$ cat src/rtl/mem_ctrl_pkg.sv
// mem_ctrl_pkg: shared widths, op codes and FSM states for the
// memory request front-end (optional stats: MEM_REQ_CTRL_STATS_EN).
package mem_ctrl_pkg;

  localparam int DEF_AW = 12;
  localparam int DEF_DW = 8;

  localparam logic OP_RD = 1'b0;
  localparam logic OP_WR = 1'b1;

  typedef enum logic [2:0] {
    IDLE,
    RD,
    WAIT,
    RESP,
    WR
  } state_t;

endpackage

$ cat src/rtl/mem_req_fifo.sv
// mem_req_fifo: command FIFO with wrap-bit pointers.
// Push is refused when full; push and pop may share a cycle.
module mem_req_fifo
  import mem_ctrl_pkg::*;
#(
  parameter int W     = 21,
  parameter int DEPTH = 4
) (
  input  logic         clk,
  input  logic         rst,
  input  logic         push,
  input  logic [W-1:0] din,
  input  logic         pop,
  output logic [W-1:0] dout,
  output logic         full,
  output logic         empty
);

  localparam int AB = $clog2(DEPTH);

  logic [AB:0]  wp;
  logic [AB:0]  rp;
  logic [W-1:0] mem [DEPTH];

  assign empty = (wp == rp);
  assign full  = (wp[AB] != rp[AB]) &&
                 (wp[AB-1:0] == rp[AB-1:0]);
  assign dout  = mem[rp[AB-1:0]];

  always_ff @(posedge clk or negedge rst) begin
    if (!rst) begin
      wp <= '0;
      rp <= '0;
    end else begin
      if (push && !full)
        wp <= wp + (AB+1)'(1);
      if (pop && !empty)
        rp <= rp + (AB+1)'(1);
    end
  end

  // Storage needs no reset: empty pointers hide stale entries.
  always_ff @(posedge clk) begin
    if (push && !full)
      mem[wp[AB-1:0]] <= din;
  end

endmodule

$ cat src/rtl/mem_req_ctrl.sv
// mem_req_ctrl: queues requests and strobes them onto mem_top pins.
// Define MEM_REQ_CTRL_STATS_EN to add wr_cnt/rd_cnt outputs.
module mem_req_ctrl
  import mem_ctrl_pkg::*;
#(
  parameter int AW     = DEF_AW,
  parameter int DW     = DEF_DW,
  parameter int DEPTH  = 4,
  parameter int RD_LAT = 2
) (
  input  logic          clk,
  input  logic          rst,
  input  logic          req_valid,
  output logic          req_ready,
  input  logic          req_op,
  input  logic [AW-1:0] req_addr,
  input  logic [DW-1:0] req_wdata,
  output logic          rsp_valid,
  input  logic          rsp_ready,
  output logic [DW-1:0] rsp_data,
  input  logic          mem_dis,
  output logic          busy,
  output logic          mem_cen,
  output logic          mem_rd,
  output logic          mem_wr,
  output logic [AW-1:0] mem_add,
  output logic [DW-1:0] mem_din,
  input  logic [DW-1:0] mem_dout
`ifdef MEM_REQ_CTRL_STATS_EN
  ,
  output logic [15:0]   wr_cnt,
  output logic [15:0]   rd_cnt
`endif
);

  localparam int CW = $clog2(RD_LAT + 1);
  localparam int FW = AW + DW + 1;

  state_t        state;
  logic [CW-1:0] cnt;
  logic [FW-1:0] head;
  logic          full;
  logic          empty;
  logic          push;
  logic          pop;
  logic          h_op;
  logic [AW-1:0] h_addr;
  logic [DW-1:0] h_wdata;

  assign req_ready = !full;
  assign push      = req_valid && !full;
  assign pop       = (state == IDLE) && !empty && !mem_cen;
  assign busy      = !empty || (state != IDLE);

  assign {h_op, h_addr, h_wdata} = head;

  mem_req_fifo #(
    .W     (FW),
    .DEPTH (DEPTH)
  ) u_fifo (
    .clk   (clk),
    .rst   (rst),
    .push  (push),
    .din   ({req_op, req_addr, req_wdata}),
    .pop   (pop),
    .dout  (head),
    .full  (full),
    .empty (empty)
  );

  always_ff @(posedge clk or negedge rst) begin
    if (!rst) begin
      state     <= IDLE;
      cnt       <= '0;
      mem_cen   <= 1'b1;
      mem_rd    <= 1'b0;
      mem_wr    <= 1'b0;
      mem_add   <= '0;
      mem_din   <= '0;
      rsp_valid <= 1'b0;
      rsp_data  <= '0;
    end else begin
      unique case (state)
        IDLE: begin
          // cen only moves between accesses
          mem_cen <= mem_dis;
          if (pop) begin
            mem_add <= h_addr;
            if (h_op == OP_WR) begin
              mem_din <= h_wdata;
              mem_wr  <= 1'b1;
              state   <= WR;
            end else begin
              mem_din <= '0;
              mem_rd  <= 1'b1;
              state   <= RD;
            end
          end
        end
        WR: begin
          mem_wr <= 1'b0;
          state  <= IDLE;
        end
        RD: begin
          mem_rd <= 1'b0;
          cnt    <= CW'(RD_LAT - 1);
          state  <= WAIT;
        end
        WAIT: begin
          if (cnt == '0) begin
            rsp_data  <= mem_dout;
            rsp_valid <= 1'b1;
            state     <= RESP;
          end else begin
            cnt <= cnt - CW'(1);
          end
        end
        RESP: begin
          if (rsp_ready) begin
            rsp_valid <= 1'b0;
            state     <= IDLE;
          end
        end
        default: state <= IDLE;
      endcase
    end
  end

`ifdef MEM_REQ_CTRL_STATS_EN
  always_ff @(posedge clk or negedge rst) begin
    if (!rst) begin
      wr_cnt <= '0;
      rd_cnt <= '0;
    end else begin
      if (state == WR)
        wr_cnt <= wr_cnt + 16'd1;
      if (state == RD)
        rd_cnt <= rd_cnt + 16'd1;
    end
  end
`endif

endmodule

$ cat config.mk
export PLATFORM = sky130hd
export DESIGN_NAME = mem_req_ctrl
export DESIGN_NICKNAME = d
export VERILOG_FILES = /design/src/rtl/mem_ctrl_pkg.sv /design/src/rtl/mem_req_fifo.sv /design/src/rtl/mem_req_ctrl.sv
export SDC_FILE = /design/constraint.sdc
export NUM_CORES = 1
export LEC_CHECK = 0
export ABC_AREA = 1
export CAP_MARGIN = 20
export CORE_MARGIN = 5
export CORE_UTILIZATION = 49
export DETAILED_ROUTE_END_ITERATION = 10
export PLACE_DENSITY_LB_ADDON = 0.12
export REMOVE_ABC_BUFFERS = 1
export SYNTH_ARGS = -nofsm -noshare
export SYNTH_HDL_FRONTEND = slang
export SYNTH_HIERARCHICAL = 1
export SYNTH_SLANG_ARGS = --single-unit
$ cat constraint.sdc
create_clock -name clk -period 2.6 [get_ports clk]
set_clock_uncertainty 0.05 [all_clocks]
set_input_delay 0.52 -clock clk [delete_from_list [all_inputs] [get_ports clk]]
set_output_delay 0.52 -clock clk [all_outputs]
set_load 0.05 [all_outputs]
==> results of run 1 <==
## layout by cell type (no fill, tap or decap), drive strengths merged, types with 2 or more instances in the layout
cell,instances
edfxtp,84
dfrtp,42
clkbuf,25
clkinv,4
o22ai,21
inv,37
o21ai,56
nor2,56
xor2,2
ha,6
bufinv,2
buf,21
clkdlybuf4s50,64
nand3,22
nand2,98
## where the power goes
part | internal, mW | switching [mW] | total (mW)
Combinational | 1.20 | 2.46 | 3.67
Clock | 1.43 | 0.784 | 2.22
Sequential | 2.80 | 0.281 | 3.08
## layout make-up
class / count / area share
Clock buffer: 25 / 0.0713
Clock inverter: 7 / 0.0132
Inverter: 37 / 0.0209
Multi-Input combinational cell: 266 / 0.204
Sequential cell: 127 / 0.542
Tap cell: 136 / 0.0256
Timing Repair Buffer: 85 / 0.123
## state kept, by name, indices dropped and copies added, names as in the netlist
register    cells
u_fifo/mem     84
mem_add        12
mem_din         8
rsp_data        8
state           3
u_fifo/rp       3
u_fifo/wp       3
cnt             2
mem_cen         1
mem_rd          1
mem_wr          1
rsp_valid       1
## per-layer routing
metal  vias up  track usage
met5         -            0
met4         0       0.0561
met3        12       0.0588
met2       112        0.307
met1      1687        0.224
li1       1695            -
## logic make-up after synthesis
logic type / after synthesis / synth area share
XOR/XNOR: 3 / 0.00864
buffers and inverters: 56 / 0.0511
adder cells (fa/ha/maj): 6 / 0.0144
AO/OA/AOI/OAI: 80 / 0.0885
flip-flops: 127 / 0.690
AND/OR/NAND/NOR: 177 / 0.147
## worst max-delay path by stage
stage | end | slack (ns) | cells after the start
after floorplan | u_fifo/mem[1][0]$_DFFE_PP_ | -0.51 | 6
after global placement | u_fifo/mem[0][19]$_DFFE_PP_ | 0.38 | 6
after detailed placement | u_fifo/mem[0][2]$_DFFE_PP_ | 0.30 | 6
after CTS | mem_cen | 0.15 | 1
after global routing | busy | 0.09 | 7
final | mem_cen | 0.18 | 1
==> results.sh, run 1 <==
export IMPL_clock_sinks=127
export IMPL_insertion_delay_ns=0.51
export IMPL_diodes=0
export IMPL_dieArea_sq_mm=0.0128
export IMPL_cts_repair_resized=0
export IMPL_std_cell_rows=37
export IMPL_post_place_cells=651
export IMPL_finalWirelength_mm=10.8
export IMPL_rr_startpoint="u_fifo/rp[1]$_DFFE_PN0P_"
export IMPL_wl_met1_mm=4.55
export IMPL_cts_hold_fix_buffers=0
export IMPL_wl_per_cell_um=15.8
export IMPL_ys_top_cells_by_area="edfxtp_1, dfrtp_1, nand2_1, o21ai_0, nor2_1"
export IMPL_place_hpwl_mm=7.13
export IMPL_slowest_stage="clkdlybuf4s50_1"
export IMPL_grt_pass1_vias=3583
export IMPL_critical_path_class="reg -> out"
export IMPL_p_leak_nw=2.75
export IMPL_place_area_sq_mm=0.00609
export IMPL_r2r_slack_ns=0.39
export IMPL_wl_met3_um=616
export IMPL_max_slew_margin=0.543
export IMPL_drc=0
export IMPL_syn_cell_area_sq_mm=0.00522
export IMPL_root_buffer="clkbuf_8"
export IMPL_cp_end_kind="output pin"
export IMPL_final_cells=683
export IMPL_viasPerCell=5.13
export IMPL_wl_met2_mm=5.48
export IMPL_synth_top_area_share=0.484
export IMPL_ff2ff_path_depth=9
export IMPL_crit_path_cell_trace="clkdlybuf4s50_1"
export IMPL_clk_pin_slew_ns=0.06
export IMPL_synthArstFlopShare=0.339
export IMPL_post_route_util=0.641
export IMPL_io_pins=68
export IMPL_rsz0062_at_grt="no"
export IMPL_period_minus_slack_ns=2.42
export IMPL_finalMaxSlewViolations=0
export IMPL_yosysMostFrequentCell="nand2_1"
export IMPL_ys_seq_elements=127
export IMPL_synth_largest_area_cell="edfxtp_1"
export IMPL_top_layer="met4"
export IMPL_postRouteAntennaNets=0
export IMPL_layout_nets=574
export IMPL_fp_dieH_um=113
export IMPL_ys_flop_type="edfxtp_1"
export IMPL_antenna_found_initial=0
export IMPL_place_gp_congestion=0.860
export IMPL_setup_violations=0
export IMPL_post_cts_buffers=0
export IMPL_finalInstanceArea_sq_mm=0.00665
export IMPL_synth_enable_flop_cells=84
export IMPL_multiInputGateArea_sq_mm=0.00136
export IMPL_grt_max_degree=30
export IMPL_setup_slack_ns=0.180
export IMPL_cts_inserted_buffers=17
export IMPL_postSynthCellCount=449
export IMPL_globalRouteOverflowTotal=0
export IMPL_synth_seq_area_share=0.690
export IMPL_regArea_sq_mm=0.00360
export IMPL_p_per_area_mw_per_mm2=1350
export IMPL_grt_pass1_wl_mm=17.9
export IMPL_worst_pin_slew_ns=0.686
export IMPL_hold_violations=1
export IMPL_path_delay_family="buffers and inverters"
export IMPL_hp_class="in -> async"
export IMPL_rr_endpoint="u_fifo/mem[0][12]$_DFFE_PP_"
export IMPL_max_stage_delay_ns=0.80
export IMPL_synthTopCellsByCount="nand2_1, edfxtp_1, nor2_1"
export IMPL_startpoint_type="register"
export IMPL_ir_drop_mv=0.604
export IMPL_track_usage=0.182
export IMPL_drtPass1Iterations=4
export IMPL_die_w_um=113
export IMPL_via_count=3506
export IMPL_h_tree_depth=4
export IMPL_path_max_fanout=3
export IMPL_drt_iter0_markers=155
export IMPL_tns_ns=0
export IMPL_crit_arrival_ns=1.85
export IMPL_crit_start="mem_cen$_DFFE_PN1N_"
export IMPL_p_total_mw=8.96
export IMPL_fin_crit_sh=0.931
export IMPL_clock_path_buffers=2
export IMPL_cts_tree="yes"
export IMPL_dpl_worst_slack_ns=0.300
export IMPL_core_area_sq_mm=0.0104
export IMPL_violations="negative hold slack"
export IMPL_layout_drive_gt1_share=0.139
export IMPL_worstPathRequired_ns=2.03
export IMPL_critPathBufInv=1
export IMPL_syn2layout_area_growth_pct=27.5
export IMPL_status="finished with violations"
export IMPL_ys_types=29
export IMPL_io_buffers=67
export IMPL_hold_ws_ns=-0.000256
export IMPL_fill_cells=814
export IMPL_initial_utilization=0.503
export IMPL_max_freq_mhz=413
export IMPL_maxCapViolations=0
export IMPL_syn_avg_cell_area_sq_um=11.6
export IMPL_yosysWarnings=6
No activity file was read; power rests on OpenSTA's default activity.
==> run 2: changes to the inputs <==
--- a/config.mk
+++ b/config.mk
@@ -7,7 +7,7 @@
 export LEC_CHECK = 0
 export ABC_AREA = 1
 export CAP_MARGIN = 20
-export CORE_MARGIN = 5
+export CORE_MARGIN = 4
 export CORE_UTILIZATION = 49
 export DETAILED_ROUTE_END_ITERATION = 10
 export PLACE_DENSITY_LB_ADDON = 0.12
==> results.sh, run 2 (synthesis results as in run 1) <==
export IMPL_worst_pin_slew_ns=0.592
export IMPL_place_gp_congestion=0.759
export IMPL_crit_arrival_ns=1.85
export IMPL_rsz0062_at_grt="no"
export IMPL_finalInstanceArea_sq_mm=0.00669
export IMPL_layout_nets=577
export IMPL_initial_utilization=0.505
export IMPL_layout_common_cells="nand2_1, edfxtp_1, clkdlybuf4s50_1, nor2_1, o21ai_0"
export IMPL_globalRouteOverflowTotal=0
export IMPL_io_buffers=67
export IMPL_postRouteAntennaNets=0
export IMPL_final_common_cell="nand2_1"
export IMPL_grt_max_degree=44
export IMPL_wl_per_cell_um=16.1
export IMPL_slowest_stage="clkdlybuf4s50_1"
export IMPL_largest_reg_flops=84
export IMPL_finalMaxSlewViolations=0
export IMPL_p_leak_nw=2.76
export IMPL_p_per_area_mw_per_mm2=1360
export IMPL_diodes=0
export IMPL_clk_pin_slew_ns=0.06
export IMPL_critPathBufInv=1
export IMPL_std_cell_rows=37
export IMPL_die_w_um=111
export IMPL_place_area_sq_mm=0.00612
export IMPL_viasPerCell=5.10
export IMPL_period_minus_slack_ns=2.42
export IMPL_max_stage_delay_ns=0.80
export IMPL_place_hpwl_mm=7.07
export IMPL_post_cts_buffers=0
export IMPL_cp_end_kind="output pin"
export IMPL_h_tree_depth=4
export IMPL_drc=0
export IMPL_cts_tree="yes"
export IMPL_path_delay_family="buffers and inverters"
export IMPL_cts_hold_fix_buffers=0
export IMPL_track_usage=0.187
export IMPL_clock_sinks=127
export IMPL_crit_path_cell_trace="clkdlybuf4s50_1"
export IMPL_antenna_found_initial=0
export IMPL_grt_pass1_wl_mm=17.9
export IMPL_grt_pass1_vias=3496
export IMPL_via_count=3500
export IMPL_maxCapViolations=0
export IMPL_clock_path_buffers=2
export IMPL_cts_repair_resized=0
export IMPL_setup_violations=0
export IMPL_hold_ws_ns=0.0483
export IMPL_worstPathRequired_ns=2.03
export IMPL_fp_dieH_um=111
export IMPL_finalWirelength_mm=11.0
export IMPL_path_max_fanout=3
export IMPL_syn2layout_area_growth_pct=28.2
export IMPL_drt_iter0_markers=237
export IMPL_io_pins=68
export IMPL_hp_class="in -> async"
export IMPL_insertion_delay_ns=0.51
export IMPL_critical_path_class="reg -> out"
export IMPL_tns_ns=0
export IMPL_core_area_sq_mm=0.0103
export IMPL_final_cells=686
export IMPL_hold_violations=0
export IMPL_startpoint_type="register"
export IMPL_ir_drop_mv=0.721
export IMPL_status="finished, final reports clean"
export IMPL_drtPass1Iterations=4
export IMPL_post_place_cells=654
export IMPL_root_buffer="clkbuf_8"
export IMPL_layout_drive_gt1_share=0.144
export IMPL_dieArea_sq_mm=0.0124
export IMPL_max_freq_mhz=414
export IMPL_cts_inserted_buffers=17
export IMPL_fin_crit_sh=0.929
export IMPL_max_slew_margin=0.605
## run 2: cell types whose count changed in the layout (fill, tap and decap cells not counted)
| cell | delta |
|---|---|
| clkbuf_1 | -4 |
| clkinv_1 | +4 |
| clkbuf_8 | -3 |
| buf_4 | +2 |
| buf_12 | +1 |
| bufinv_16 | +1 |
| clkinv_4 | +1 |
| clkinvlp_4 | +1 |
## run 2: final timing paths
check                                         start  cells after the start                         end  slack (ns)
min reg2reg                  mem_add[9]$_DFFE_PN0P_                      2      mem_add[9]$_DFFE_PN0P_        0.42
max                             mem_cen$_DFFE_PN1N_                      1                     mem_cen        0.18
max in group asynchronous                       rst                      2      mem_din[2]$_DFFE_PN0P_        2.05
min in group clk             mem_add[9]$_DFFE_PN0P_                      2      mem_add[9]$_DFFE_PN0P_        0.42
min                                             rst                      2          cnt[1]$_DFFE_PN0P_        0.05
max reg2reg                u_fifo/wp[1]$_DFFE_PN0P_                     10  u_fifo/mem[3][5]$_DFFE_PP_        0.58
## run 2: routing by layer
layer / global-route usage / wire length [um]
met5: 0 / 0
met4: 0.0746 / 153
met3: 0.0448 / 552
met2: 0.318 / 5570
met1: 0.229 / 4750
## run 2: area by class of cell
type,count,area (sq um)
Fill cell,796,3640
Inverter,37,139
Multi-Input combinational cell,266,1360
Clock buffer,18,418
Tap cell,136,170
Sequential cell,127,3600
Timing Repair Buffer,88,856
Clock inverter,14,149
## run 2: where the power goes
group          switching, mW  internal, mW  leakage (nW)
sequential             0.280          2.80          1.31
combinational           2.49          1.25          1.18
clock                  0.813          1.44         0.274
## run 2: through the flow
step	util	setup slack, ns	total power, mW
after floorplan	-	-0.511	5.49
after global placement	0.593	0.454	6.78
after detailed placement	0.593	0.464	6.87
after CTS	0.648	0.153	9.17
after global routing	0.648	0.0743	9.62
final	0.648	0.184	9.07
==> run 3: changes to the inputs <==
--- a/config.mk
+++ b/config.mk
@@ -10,6 +10,7 @@
 export CORE_MARGIN = 4
 export CORE_UTILIZATION = 49
 export DETAILED_ROUTE_END_ITERATION = 10
+export GPL_TIMING_DRIVEN = 0
 export PLACE_DENSITY_LB_ADDON = 0.12
 export REMOVE_ABC_BUFFERS = 1
 export SYNTH_ARGS = -nofsm -noshare
==> results.sh, run 3 (synthesis results as in run 1) <==
export IMPL_status="finished, final reports clean"
export IMPL_crit_start="u_fifo/rp[1]$_DFFE_PN0P_"
export IMPL_diodes=0
export IMPL_h_tree_depth=4
export IMPL_hold_ws_ns=0.419
export IMPL_p_total_mw=9.37
export IMPL_p_leak_nw=2.76
export IMPL_via_count=3567
export IMPL_finalWirelength_mm=11.9
export IMPL_rsz0062_at_grt="no"
export IMPL_fp_dieH_um=111
export IMPL_viasPerCell=5.24
export IMPL_worst_pin_slew_ns=0.748
export IMPL_globalRouteOverflowTotal=0
export IMPL_r2r_slack_ns=0.16
export IMPL_core_area_sq_mm=0.0103
export IMPL_maxCapViolations=0
export IMPL_p_per_area_mw_per_mm2=1380
export IMPL_drc=0
export IMPL_cp_end_kind="output pin"
export IMPL_grt_max_degree=47
export IMPL_initial_utilization=0.505
export IMPL_critical_path_class="reg -> out"
export IMPL_period_minus_slack_ns=2.47
export IMPL_std_cell_rows=37
export IMPL_layout_drive_gt1_share=0.150
export IMPL_clock_path_buffers=2
export IMPL_fin_crit_sh=0.949
export IMPL_hp_class="in -> async"
export IMPL_grt_pass1_vias=3469
export IMPL_place_hpwl_mm=6.35
export IMPL_place_gp_congestion=0.713
export IMPL_clock_sinks=127
export IMPL_io_pins=68
export IMPL_rr_startpoint="u_fifo/rp[1]$_DFFE_PN0P_"
export IMPL_cts_inserted_buffers=17
export IMPL_worstPathRequired_ns=2.03
export IMPL_post_route_util=0.660
export IMPL_die_w_um=111
export IMPL_wl_per_cell_um=17.5
export IMPL_final_common_cell="nand2_1"
export IMPL_io_buffers=67
export IMPL_largest_reg_flops=84
export IMPL_dieArea_sq_mm=0.0124
export IMPL_antenna_found_initial=0
export IMPL_layout_nets=573
export IMPL_setup_violations=0
export IMPL_root_buffer="clkbuf_8"
export IMPL_grt_pass1_wl_mm=18.2
export IMPL_hold_violations=0
export IMPL_max_freq_mhz=405
export IMPL_track_usage=0.189
export IMPL_syn2layout_area_growth_pct=30.6
export IMPL_max_slew_margin=0.500
export IMPL_postRouteAntennaNets=0
export IMPL_ir_drop_mv=0.710
export IMPL_drt_iter0_markers=262
export IMPL_cts_tree="yes"
export IMPL_clk_pin_slew_ns=0.06
export IMPL_insertion_delay_ns=0.50
export IMPL_finalMaxSlewViolations=0
export IMPL_drtPass1Iterations=5
export IMPL_path_max_fanout=22
export IMPL_layout_common_cells="nand2_1, edfxtp_1, clkdlybuf4s50_1, nor2_1, o21ai_0"
export IMPL_crit_arrival_ns=1.90
export IMPL_startpoint_type="register"
-- run 3: metrics by stage --
| stage | setup WS [ns] | setup TNS, ns | instance area [sq um] | std cells |
|---|---|---|---|---|
| CTS | 0.00139 | 0 | 6670 | 672 |
| finish | 0.132 | 0 | 6810 | 681 |
| global placement | -1.84 | -173.61 | 5930 | 633 |
| floorplan | -0.511 | -32.66 | 5090 | 430 |
| detailed placement | -0.923 | -93.48 | 6020 | 637 |
| global route | 0.00701 | 0 | 6810 | 681 |
-- run 3: worst paths after layout --
check | endpoint | cells after the start
worst max-delay path | busy | 7
worst min-delay path | u_fifo/wp[2]$_DFFE_PN0P_ | 2
worst max register to register | u_fifo/mem[3][7]$_DFFE_PP_ | 8
worst min register to register | mem_add[8]$_DFFE_PN0P_ | 2
max in group asynchronous | mem_cen$_DFFE_PN1N_ | 3
min in group clk | mem_add[8]$_DFFE_PN0P_ | 2
-- run 3: layer usage --
layer | track usage | wire length (um) | vias up
met5 | 0 | 0 | -
met4 | 0.0495 | 114 | 0
met3 | 0.0469 | 744 | 7
met2 | 0.318 | 5910 | 126
met1 | 0.245 | 5160 | 1737
li1 | - | - | 1697
-- run 3: cell type report --
| class | instances | area (sq um) |
|---|---|---|
| inverter | 37 | 158 |
| fill | 799 | 3510 |
| clock buffer | 18 | 418 |
| clock inverter | 13 | 163 |
| multi-input combinational | 267 | 1390 |
| tap | 136 | 170 |
| sequential | 127 | 3610 |
| timing repair buffer | 83 | 900 |
-- run 3: timing repair --
item	CTS	global route
endpoints found under the setup margin	115	62
gates resized for setup	24	2
cloned	1	0
hold endpoints to repair	12	0
buffers inserted	2	9
hold buffers	1	0
pin swaps	1	3
-- run 3: report_power, final --
| part | leakage, nW | total (mW) | internal, mW | switching [mW] |
|---|---|---|---|---|
| combinational | 1.17 | 3.90 | 1.31 | 2.59 |
| sequential | 1.30 | 3.15 | 2.81 | 0.342 |
| clock | 0.278 | 2.33 | 1.46 | 0.869 |
-- run 3: critical path, stage by stage, from the launching register on --
cell      delay (ns)
dfrtp_4         0.56
clkinv_8        0.13
nand2_1         0.08
nand2_2         0.10
nand3_2         0.13
inv_1           0.13
nand2_1         0.06
buf_4           0.18
==> RTL edit 1: new RTL, settings of run 1 <==
Add a define of `MEM_REQ_CTRL_STATS_EN`.
--- a/src/rtl/mem_req_ctrl.sv
+++ b/src/rtl/mem_req_ctrl.sv
@@ -1,4 +1,6 @@
 // mem_req_ctrl: queues requests and strobes them onto mem_top pins.
 // Define MEM_REQ_CTRL_STATS_EN to add wr_cnt/rd_cnt outputs.
+`define MEM_REQ_CTRL_STATS_EN
+
 module mem_req_ctrl
   import mem_ctrl_pkg::*;
Function (old outputs only; new: rd_cnt and wr_cnt): kept (equiv_simple and equiv_induct, registers matched by name and starting in step).
==> RTL edit 1 against run 1 <==
- the flow now finishes without violations
- die area grew 26%
- synthesized cell count rose by 37%
- worst hold slack better by 0.42 ns
- routed wire length grew 32%
- final cell count rose by 34%
- fmax up 3.2%
- setup slack better by 0.076 ns
- cell area grew 30%
- area after synthesis grew 29%
- sequential cell count up 32
- power grew 18%
- global-route usage down 0.17 points
- clock power rose by 17%
==> RTL edit 1: results (changes against run 1) <==
- Drt wl/cell: 15.53 um (-1.4%)
- Synth Area in XOR/XNOR: 0.03649 (+0.02786)
- Vias in the first global route: 4479 (+25%)
- CTS Hold Bufs: 1 (+1)
- Ranking of synthesized cells by area: edfxtp_1, dfrtp_1, nand2_1
- Inverter count: 45 (+22%)
- First-pass GRT wire length: 22.85 mm (+27%)
- Syn-to-layout area delta: 28.32%
- Synthesized netlist cell count: 613 (+37%)
- Buffering overhead: 0.1338 (+0.01031)
- Routability-driven placement congestion ratio: 0.8212 (-4.5%)
- Slew headroom: 0.5047 (-0.03805)
- Reg2Reg Depth: 7 (-2)
- Status: completed
- Top post-synthesis cells by count: nand2_1, edfxtp_1, dfrtp_1
- Vias per cell: 5.064 (-1.3%)
- Sequential cells: 159 (+25%)
- Fraction of area in multi-input gates: 0.2380 (+0.03393)
- Post-DP HPWL: 9.540 mm (+34%)
- Nets: 769 (+34%)
- VDD IR max: 0.6868 mV (+14%)
- Fill cells: 1045 (+28%)
- Pleak: 3.726 nW (+36%)
- Sw frac: 0.3975 (+0.003750)
- Non-clock buffers: 113 (+33%)
- #MultiIn Comb: 391 (+47%)
- Worst r2r src: u_fifo/rp[0]$_DFFE_PN0P_
- Initial antenna violation count: 0 (unchanged)
- Ant diodes: 0 (unchanged)
- CLK BUF: 21 (-16%)
- Synthesized area per cell: 10.96 um^2 (-5.6%)
- FF+latch area: 0.004400 mm^2 (+22%)
- Via count: 4639 (+32%)
- Family with the most delay on the worst path: buffers and inverters
- Hold WS: 0.4237 ns (+0.4240 ns)
- Ys async rst share: 0.4717 (+0.1331)
- Post-synth EDFFs: 84 (unchanged)
- DRT iter0 DRCs: 298 (+92%)
- Worst reg-to-reg setup slack: 0.50 ns (+0.11 ns)
- Largest net degree at the start of global routing: 50 (+67%)
- Register area share after synthesis: 0.6548 (-0.03545)
- Placed inst area: 0.007990 mm^2 (+31%)
- Clk_lat worst skew: 0.42 ns (-0.09 ns)
- Proportion of layout cells with a drive suffix above 1: 0.1122 (-0.02678)
- IO buf count: 99 (+48%)
- Compound-cell area share of the yosys netlist: 0.05958 (-0.02895)
- Mux contribution to synthesized area: 0.001676 (+0.001676)
- Worst hold path type: flip-flop to flip-flop
- Clock-pin slew on the worst setup and hold paths: 0.06 ns (about the same)
- Gr usage total: 0.1803 (-0.001703)
- Post-Synth Adder-Cell Area: 0.01489 (+0.0004994)
- RR Endpoint: mem_add[1]$_DFFE_PN0P_
- DP Cell Count: 883 (+36%)
- Clk tree area frac: 0.07226 (-0.01225)
- Synth unique cells: 37 (+28%)
- Root Driver: clkbuf_16
-- RTL edit 1: cell types whose count changed after synthesis, moves of 8 or more --
cell,before,now
dfrtp_1,42,74
nand2_1,94,149
xnor2_1,0,10
nor2_1,53,71
o21ai_2,8,0
xor2_1,2,13
-- RTL edit 1: per-layer routing --
| layer | share of wire | vias to the layer above | global-route usage |
|---|---|---|---|
| li1 | - | 2268 | - |
| met1 | 0.44 | 2244 | 0.2376 |
| met2 | 0.49 | 118 | 0.2970 |
| met3 | 0.054 | 9 | 0.04174 |
| met4 | 0.0083 | 0 | 0.06057 |
| met5 | 0 | - | 0 |
-- RTL edit 1: through the flow --
| stage | utilization | worst slack [ns] |
|---|---|---|
| 2_1_floorplan | - | -0.5106 |
| 3_3_place_gp | 0.5986 | 0.4746 |
| 3_5_place_dp | 0.5986 | 0.4451 |
| 4_1_cts | 0.6460 | 0.2301 |
| 5_1_grt | 0.6460 | 0.2085 |
| 6_report | 0.6460 | 0.2562 |
-- RTL edit 1: power groups by stage --
stage / clock network, mW / logic (mW) / registers, mW
finish: 2.60 / 4.25 / 3.75
global route: 2.76 / 4.61 / 3.83
CTS: 2.65 / 4.30 / 3.76
detailed placement: 0 / 4.28 / 3.80
global placement: 0 / 4.19 / 3.77
floorplan: 0 / 1.74 / 4.79
-- RTL edit 1: worst max path at each step --
| stage | endpoint | slack (ns) | depth (start not counted) |
|---|---|---|---|
| 5_1_grt | mem_cen | 0.21 | 1 |
| 6_report | mem_cen | 0.26 | 1 |
| 3_5_place_dp | u_fifo/mem[2][10]$_DFFE_PP_ | 0.45 | 7 |
| 2_1_floorplan | u_fifo/mem[1][0]$_DFFE_PP_ | -0.51 | 6 |
| 4_1_cts | mem_cen | 0.23 | 1 |
| 3_3_place_gp | u_fifo/mem[2][10]$_DFFE_PP_ | 0.47 | 7 |
==> RTL edit 2: new RTL, config.mk and constraints of run 1 <==
Made on the original files. Encoding of `state_t`: now Gray code (3 bits for 5 states).
--- a/src/rtl/mem_ctrl_pkg.sv
+++ b/src/rtl/mem_ctrl_pkg.sv
@@ -10,9 +10,9 @@
 
   typedef enum logic [2:0] {
-    IDLE,
-    RD,
-    WAIT,
-    RESP,
-    WR
+    IDLE = 3'b000,
+    RD   = 3'b001,
+    WAIT = 3'b011,
+    RESP = 3'b010,
+    WR   = 3'b110
   } state_t;
 
Function: no difference found for any inputs over 10 cycles, from zero or initial values and one cycle with rst low; not proved beyond that.
==> RTL edit 2 against run 1 <==
- fmax shrank 0.13%
- sequential cell count unchanged
- non-clock buffer count shrank 3
- highest routed layer unchanged
- setup slack lost 0.0031 ns
- cell area is 1.6% lower
- routed wire length fell by 0.60%
- sequential power is essentially flat
- power shrank 1.8%
- critical path depth unchanged
- critical path type unchanged
- area after synthesis decreased by 1.8%
- clock power decreased by 2%
==> RTL edit 2: results (changes against run 1) <==
- Status: completed
- Synth unique cells: 32 (+10%)
- Post-route insts no fill: 672 (-1.6%)
- Nets: 564 (-1.7%)
- Buffering overhead: 0.1220 (-0.001459)
- Ranking of synthesized cells by area: edfxtp_1, dfrtp_1, nand2_1
- Register area share after synthesis: 0.7033 (+0.01299)
- Routed wl met3: 722 um (+17%)
- Met2 wire length: 5.148 mm (-6.0%)
- DRT iter0 DRCs: 277 (+79%)
- Sequential cells: 127 (unchanged)
- Via count: 3396 (-3.1%)
- GR Util met3: 0.06792 (+0.009101)
- Routability-driven placement congestion ratio: 0.8144 (-5.3%)
- Metal-1 WL: 4.763 mm (+4.6%)
- Sequential cell fraction of total power: 0.349 (+0.005)
- VDD IR max: 0.7007 mV (+16%)
- Compound-cell area share of the yosys netlist: 0.07284 (-0.01569)
- Vias in the first global route: 3493 (-2.5%)
- Pre-CTS setup slack: 0.3165 ns (+0.01640 ns)
- Gr usage total: 0.1826 (+0.0005475)
- Sw frac: 0.3924 (-0.001398)
- Fraction of area in multi-input gates: 0.2046 (+0.0006000)
- #MultiIn Comb: 272 (+2.3%)
- Finished Core Util: 0.6366 (-0.004451)
- Power per cell area: 1346 mW/mm^2 (-0.18%)
- Inverter count: 24 (-35%)
- Multi-input gate area: 0.001339 mm^2 (-1.3%)
- Placed inst area: 0.005997 mm^2 (-1.5%)
- Drt wl/cell: 15.92 um (+1.0%)
- Met1 Track Usage GR: 0.2432 (+0.01960)
- Met2 Track Usage GR: 0.2817 (-0.02558)
- First-pass GRT wire length: 17.77 mm (-0.85%)
- Non-clock buffers: 82 (-3.5%)
==> RTL edit 2: cell types whose count changed after synthesis, moves of 2 or more <==
cell     change
nand3_1      +2
nand2_1     +16
o21ai_0      -6
o21ai_2      -8
nor2_1       -2
inv_1       -13
buf_6        -4
buf_4        +2
==> RTL edit 2: worst paths after layout <==
path                                               start  depth (start not counted)  slack [ns]                          to
worst max-delay path                 mem_cen$_DFFE_PN1N_                          1        0.18                     mem_cen
worst min-delay path                                 rst                          2        0.04     rsp_data[5]$_DFFE_PN0P_
worst max register to register  u_fifo/wp[1]$_DFFE_PN0P_                          9        0.46  u_fifo/mem[0][4]$_DFFE_PP_
worst min register to register   rsp_data[5]$_DFFE_PN0P_                          2        0.42     rsp_data[5]$_DFFE_PN0P_
max in group asynchronous                            rst                          2        2.03      mem_din[0]$_DFFE_PN0P_
min in group clk                 rsp_data[5]$_DFFE_PN0P_                          2        0.42     rsp_data[5]$_DFFE_PN0P_
